## src/rtl/Types.sv

```systemverilog
// Shared execute-stage types: ALU opcodes and operand-select codes.
// Imported by the ALU and the execute stage.
package Types;

  typedef enum logic [3:0] {
    ALU_ADD   = 4'h0,
    ALU_SUB   = 4'h1,
    ALU_AND   = 4'h2,
    ALU_OR    = 4'h3,
    ALU_XOR   = 4'h4,
    ALU_SLL   = 4'h5,
    ALU_SRL   = 4'h6,
    ALU_SRA   = 4'h7,
    ALU_SLT   = 4'h8,
    ALU_SLTU  = 4'h9,
    ALU_PASSB = 4'hA
  } AluOp;

  localparam logic SEL_A_REG = 1'b0;
  localparam logic SEL_A_PC  = 1'b1;
  localparam logic SEL_B_REG = 1'b0;
  localparam logic SEL_B_IMM = 1'b1;

endpackage

```

## src/rtl/Alu.sv

```systemverilog
// Combinational integer ALU, modulo 2^WIDTH.
// Codes outside the AluOp set produce zero.
module Alu
  import Types::*;
#(
  parameter int WIDTH = 32
) (
  input  AluOp             op,
  input  logic [WIDTH-1:0] a,
  input  logic [WIDTH-1:0] b,
  output logic [WIDTH-1:0] result
);

  localparam int SHW = $clog2(WIDTH);

  logic [SHW-1:0] shamt;
  logic           lt_s;
  logic           lt_u;

  assign shamt = b[SHW-1:0];
  assign lt_s  = $signed(a) < $signed(b);
  assign lt_u  = a < b;

  // Opcode decode; unlisted encodings fall to zero
  always_comb begin
    result = '0;
    unique case (op)
      ALU_ADD:   result = a + b;
      ALU_SUB:   result = a - b;
      ALU_AND:   result = a & b;
      ALU_OR:    result = a | b;
      ALU_XOR:   result = a ^ b;
      ALU_SLL:   result = a << shamt;
      ALU_SRL:   result = a >> shamt;
      ALU_SRA:   result = WIDTH'($signed(a) >>> shamt);
      ALU_SLT:   result = {{(WIDTH-1){1'b0}}, lt_s};
      ALU_SLTU:  result = {{(WIDTH-1){1'b0}}, lt_u};
      ALU_PASSB: result = b;
      default:   result = '0;
    endcase
  end

endmodule

```

## src/rtl/execute_stage.sv

```systemverilog
// Execute stage: operand select, ALU, one-entry output register.
// Define RV_EXEC_FORWARD_EN to forward o_Result into register operands.
module execute_stage
  import Types::*;
#(
  parameter int WIDTH    = 32,
  parameter int REG_BITS = 5
) (
  input  logic                i_Clock,
  input  logic                i_Reset,
  input  logic                i_Valid,
  output logic                o_Ready,
  input  AluOp                i_Op,
  input  logic [WIDTH-1:0]    i_DataA,
  input  logic [WIDTH-1:0]    i_DataB,
  input  logic [WIDTH-1:0]    i_Imm,
  input  logic [WIDTH-1:0]    i_PC,
  input  logic                i_SelA,
  input  logic                i_SelB,
  input  logic [REG_BITS-1:0] i_RsA,
  input  logic [REG_BITS-1:0] i_RsB,
  input  logic [REG_BITS-1:0] i_Rd,
  input  logic                i_RegWr,
  input  logic                i_Flush,
  input  logic                i_Ready,
  output logic                o_Valid,
  output logic [WIDTH-1:0]    o_Result,
  output logic [REG_BITS-1:0] o_Rd,
  output logic                o_RegWr,
  output logic [31:0]         o_OpCount
);

  logic [WIDTH-1:0] reg_a;
  logic [WIDTH-1:0] reg_b;
  logic [WIDTH-1:0] op_a;
  logic [WIDTH-1:0] op_b;
  logic [WIDTH-1:0] alu_result;
  logic [31:0]      op_count;
  logic             accept;

  assign o_Ready   = (!o_Valid || i_Ready) && !i_Flush;
  assign accept    = i_Valid && o_Ready;
  assign o_OpCount = op_count;

`ifdef RV_EXEC_FORWARD_EN
  logic fwd_a;
  logic fwd_b;

  assign fwd_a = o_Valid && o_RegWr &&
                 (o_Rd == i_RsA) && (i_RsA != '0);
  assign fwd_b = o_Valid && o_RegWr &&
                 (o_Rd == i_RsB) && (i_RsB != '0);
  assign reg_a = fwd_a ? o_Result : i_DataA;
  assign reg_b = fwd_b ? o_Result : i_DataB;
`else
  logic unused_rs;

  assign unused_rs = ^{i_RsA, i_RsB};
  assign reg_a     = i_DataA;
  assign reg_b     = i_DataB;
`endif

  assign op_a = (i_SelA == SEL_A_PC)  ? i_PC  : reg_a;
  assign op_b = (i_SelB == SEL_B_IMM) ? i_Imm : reg_b;

  Alu #(
    .WIDTH(WIDTH)
  ) u_alu (
    .op    (i_Op),
    .a     (op_a),
    .b     (op_b),
    .result(alu_result)
  );

  // Output register: flush beats accept, accept beats drain, else hold
  always_ff @(posedge i_Clock or posedge i_Reset) begin
    if (i_Reset) begin
      o_Valid  <= 1'b0;
      o_Result <= '0;
      o_Rd     <= '0;
      o_RegWr  <= 1'b0;
      op_count <= '0;
    end else if (i_Flush) begin
      o_Valid <= 1'b0;
      o_RegWr <= 1'b0;
    end else if (accept) begin
      o_Valid  <= 1'b1;
      o_Result <= alu_result;
      o_Rd     <= i_Rd;
      o_RegWr  <= i_RegWr;
      op_count <= op_count + 32'd1;
    end else if (i_Ready) begin
      o_Valid <= 1'b0;
    end
  end

endmodule

```

## config.mk

```make
export PLATFORM = sky130hd
export DESIGN_NAME = execute_stage
export DESIGN_NICKNAME = d
export VERILOG_FILES = /design/src/rtl/Types.sv /design/src/rtl/Alu.sv /design/src/rtl/execute_stage.sv
export SDC_FILE = /design/constraint.sdc
export NUM_CORES = 1
export LEC_CHECK = 0
export BUFFER_PORTS_ARGS = -buffer_cell sky130_fd_sc_hd__buf_2
export CORE_ASPECT_RATIO = 1.2
export CORE_UTILIZATION = 38
export DETAILED_ROUTE_END_ITERATION = 10
export GPL_ROUTABILITY_DRIVEN = 0
export SLEW_MARGIN = 40
export SYNTH_ARGS = -nofsm -noshare
export SYNTH_HDL_FRONTEND = slang
export SYNTH_SLANG_ARGS = --single-unit
export TNS_END_PERCENT = 10
```

## constraint.sdc

```tcl
create_clock -name i_Clock -period 3.16 [get_ports i_Clock]
set_clock_uncertainty 0.15 [all_clocks]
set_input_delay 0.632 -clock i_Clock [delete_from_list [all_inputs] [get_ports i_Clock]]
set_output_delay 0.632 -clock i_Clock [all_outputs]
set_load 0.1 [all_outputs]
```

# After elaboration in Yosys (flattened, before gate mapping)
# Cells that the tools add are included.
[totals]
ff_bits = 71
n_memories = 0
mem_bits_rw = 0
latch_bits = 0
in_bits = 155
mem_bits_ro = 0
[op_classes]
n_bitwise = 4
n_shift = 3
mux = 8
n_reduce_logical = 9
n_lt_le_gt_ge = 2
div_mod_pow = 0
addsub = 3
n_eq_ne = 10
n_mul = 0
[ops]
columns = ["op", "count"]
rows = [
  ["$pmux 32 s11", 1],
  ["$lt 32x32->1", 2],
  ["$mux 32", 2],
  ["$add 32x1->32 const B", 1],
  ["$add 32x32->32", 1],
  ["$and 32x32->32", 1],
  ["$or 32x32->32", 1],
  ["$shl 32x5->32", 1],
  ["$shr 32x5->32", 1],
  ["$sshr 32x5->32", 1],
  ["$sub 32x32->32", 1],
  ["$xor 32x32->32", 1],
  ["$eq 4x3->1 const B", 4],
  ["$eq 4x4->1 const B", 3],
  ["$eq 4x2->1 const B", 2],
  ["$mux 1", 5],
  ["$eq 4x1->1 const B", 1],
  ["$logic_not 4->1", 1],
  ["$reduce_bool 3->1", 1],
  ["$logic_and 1x1->1", 2],
  ["$logic_not 1->1", 2],
  ["$reduce_and 2->1", 1],
  ["$reduce_bool 2->1", 1],
  ["$logic_or 1x1->1", 1],
  ["$not 1->1", 1],
]

# Depth between registers and ports, before layout
[depth]
ltp_word = 6
depth_mapped = 19
mapped_depth_nobuf = 15

# Cells and area by module
# A second synthesis with hierarchy kept.
[hier_totals]
hier_cells = 1596
area_unflattened_um2 = 12248.0
[by_module_without_submodules]
columns = ["module", "n_inst", "area_per_inst_um2", "cells_per_inst", "seq_area_each_um2"]
rows = [
  ["Alu", 1, 8549.4, 1302, 0.0],
  ["execute_stage", 1, 3698.5, 294, 1776.7],
]

# Worst setup path before layout
# No wires, ideal clock.
[synth_path]
path_kind = "in2reg"
startpoint = "input i_SelB"
endpoint = "register o_Result[28]"
slack_ps = -1699
setup_ps = 138
n_path_buf = 4
t_arrival_ps = 4571
cell_stages = 19
required_time_ps = 2872
path_cell_list = "buf_2 > mux2i_4 > inv_2 > buf_2 > buf_2 > buf_2 > ha_1 > inv_1 > fa_1 > nor2b_2 > o211ai_4 > a211oi_2 > or3_1 > a221o_1 > a41oi_4 > o21ai_1 > or3_1 > o311ai_1 > o211ai_1"
[synth_via]
elab_chain_cells = 3
elab_cells_between_ends = 10
[synth_rtl]
columns = ["element", "line_no", "rtl"]
rows = [
  ["start, declared", "execute_stage.sv:19", "input logic i_SelB,"],
  ["$mux 32 (*)", "execute_stage.sv:64", "assign op_b = (i_SelB == SEL_B_IMM) ? i_Imm : reg_b;"],
  ["$sub 32x32->32, or another cell as far along", "Alu.sv:29", "ALU_SUB: result = a - b;"],
  ["$pmux 32 s11 (*)", "Alu.sv:27", "unique case (op)"],
  ["end signal, assigned", "execute_stage.sv:88", "o_Result <= alu_result;"],
  ["end, declared", "execute_stage.sv:27", "output logic [WIDTH-1:0] o_Result,"],
]
# Every way passes the cells marked *; elsewhere a longest branch is shown, timed or not.
# A chain may end at the register's enable or synchronous reset.

# Worst setup path in the final report
# Same ends and word-level chain as after synthesis.

==> flow_metrics.tcl <==
set metrics [dict create \
    gr-total-overflow 0 \
    p_leak_nw 9.11 \
    synth.avg_cell_area_um2 7.41 \
    vias 16300 \
    worstRegToRegCells 10 \
    synthArstFlopShare 1.00 \
    r2r_slack_ps 450 \
    dp.cells 2685 \
    core_um2 32300 \
    violations "setup timing" \
    grt_first_pass_wirelength_mm 90.0 \
    cts.path.max_buffers 2 \
    path_max_fanout 4 \
    cts.reportedPaths.clkPinSlew_ps 60 \
    area_growth_pct 49.4 \
    synth_edf_count 0 \
    rsz0062_at_grt "true" \
    ys_ff_latch 71 \
    chipWidth_um 167 \
    cp-end-kind "register" \
    drc 0 \
    power.density_nw_per_um2 372 \
    synthTopCellsByCount "189 x nand2_1, 156 x nor2_1, 146 x mux2i_1, 134 x a21oi_1, 104 x ha_1" \
    wl_per_cell_um 21.7 \
    status "finished with violations" \
    cts_tree "yes" \
    slowest_delay_ps 430 \
    start_util 0.385 \
    finalWirelength_mm 59.0 \
    setup_ws_ps -653 \
    grt_usage 0.344 \
    max_freq_mhz 262 \
    synth_warnings 0 \
    r2r_end "o_OpCount[29]" \
    grt_util_met2 0.556 \
    r2r-start "o_Valid" \
    synth_nets 1938 \
    grt_max_degree 66 \
    slew_headroom 0.548 \
    cpMostUsedCell "or3_1" \
    crit_type "input port to register" \
    htreeDepth 3 \
    grt_most_used_layer "met2" \
    fin_util 0.576 \
    hold_class "input port to async pin" \
    ir_drop_v 0.000255 \
    drive_gt1_frac 0.403 \
    finalNonFillerCells 2716 \
    antenna_left 0 \
    synth_cell_types 92 \
    die-area_um2 33400 \
    required_ps 3200 \
    netlist_area_um2 12400 \
    crit_chain "buf_12 -> mux2i_4 -> inv_4 -> buf_6 -> ha_4 -> inv_2 -> fa_2 -> nor2b_4 -> o211ai_4 -> a211oi_2 -> or3_1 -> a221o_1 -> a41oi_4 -> o21ai_1 -> or3_1 -> o311ai_1 -> o211ai_1" \
    worstPathArrival_ps 3860 \
    period_needed_ps 3810 \
    maxCapViolations 0 \
    pin_count 227 \
    clkSinkCount 71 \
    crit_path_end "o_Result[28]" \
    finalNetCount 2565 \
    critPathLaunch "i_SelB" \
    netlist_top_cells_area "dfrtp_1 14%, mux2i_1 12%, ha_1 10%, nand2_1 5.7%, a21oi_1 5.4%" \
    clkLatencyLatePin_ps 330 \
    slowest_stage "a221o_1" \
    slew_violations 0 \
    num_rows 72 \
    grt_use_met3 0.0640 \
    die_h_um 200 \
    hold_violations 0 \
    grt_pass1_vias 16000 \
    syn_inst 1677 \
    yosysSeqAreaShare 0.143 \
    synth_largest_area_cell "dfrtp_1" \
    first_iter_violations 1862 \
    worst_pin_slew_ps 679 \
    synth.most_common_cell "nand2_1" \
    route.detailed.vias_per_inst 6.01 \
    firstDrtPassIters 6 \
    dp_hpwl_mm 47.3 \
    yosysTopAreaCellShare 0.143 \
    setup_viol 32 \
    start_kind "input port" \
    numCtsBuffers 9 \
    antenna_found_initial 3 \
    synth_flop_cell "dfrtp_1" \
    met1_usage 0.418 \
    port-buffer-count 216 \
    min_period_over_period 1.21 \
    cts-root-buf "clkbuf_16" \
]
power breakdown:
part           leakage (nW)  switching [mW]  internal (mW)  total [mW]
combinational          8.05            3.01           1.89        4.91
sequential            0.939          0.0921           1.02        1.11
clock                 0.127           0.374          0.523       0.897
registers in the layout, summed over array words and instances, names as in the netlist:
signal and count:
o_RegWr 1, o_OpCount 32, o_Rd 5, o_Result 32, o_Valid 1
worst min path at each step:
stage	start	endpoint	slack [ps]	cells past startpoint
final	i_Reset	o_OpCount[26]	210	2
after global routing	i_Reset	o_Result[8]	270	2
after CTS	i_Reset	o_OpCount[26]	320	2
after detailed placement	o_Rd[3]	o_Rd[3]	310	2
after global placement	o_Rd[1]	o_Rd[1]	300	2
after floorplan	i_Flush	o_Valid	550	1
metal layers:
metal	up-vias	wire length [µm]
li1	7439	-
met1	7585	22700
met2	1004	26700
met3	291	5360
met4	4	4240
met5	-	25
cells in the final DEF, fill, tap and decap left out, drive strengths merged, types with 24 or more instances in the layout:
master	count
nand2	189
mux2	24
nand3	31
a21oi	134
buf	739
o211ai	32
o22ai	29
inv	95
a211oi	35
nor2	156
mux2i	155
xnor2	34
nor3	30
o21ai	108
ha	104
dfrtp	71
timing repair:
action | 4_1_cts | 5_1_grt
pin swaps | 30 | 10
hold buffers | 0 | 0
endpoints found under the setup margin | 32 | 32
setup buffers | 5 | 9
resized for setup | 106 | 51
cloned | 1 | 1
worst max-delay path, delay by kind of cell:
kind,cells,cell delay (ps)
multiplexers,1,190
adder cells (fa/ha/maj),2,480
buffers and inverters,4,400
AND/OR/NAND/NOR,3,850
AO/OA/AOI/OAI,7,1300
kinds of logic after synthesis:
family,Yosys count,share of synthesized area
AO/OA/AOI/OAI,546,0.299
XOR/XNOR,50,0.0352
adder cells (fa/ha/maj),106,0.108
buffers and inverters,220,0.0736
flip-flops,71,0.143
multiplexers,184,0.161
AND/OR/NAND/NOR,500,0.181
through the flow:
stage | worst slack (ps) | hold slack [ps] | TNS (ps) | instance area, µm² | power [mW]
2_1_floorplan | -1100 | 548 | -27120 | 12600 | 3.85
3_3_place_gp | -1170 | 303 | -29310 | 17500 | 5.60
3_5_place_dp | -1270 | 308 | -30780 | 17500 | 5.66
4_1_cts | -596 | 321 | -12970 | 18300 | 6.73
5_1_grt | -751 | 269 | -17010 | 18600 | 7.24
6_report | -653 | 212 | -13790 | 18600 | 6.92
layout make-up:
class,instances,area (µm²)
sequential,71,1780
clock inverter,6,38.8
tap,407,509
multi-input combinational,1386,10400
fill,3012,13700
antenna,1,2.50
timing repair buffer,739,5220
inverter,97,379
clock buffer,9,225
(Power assumes the default switching activity.)
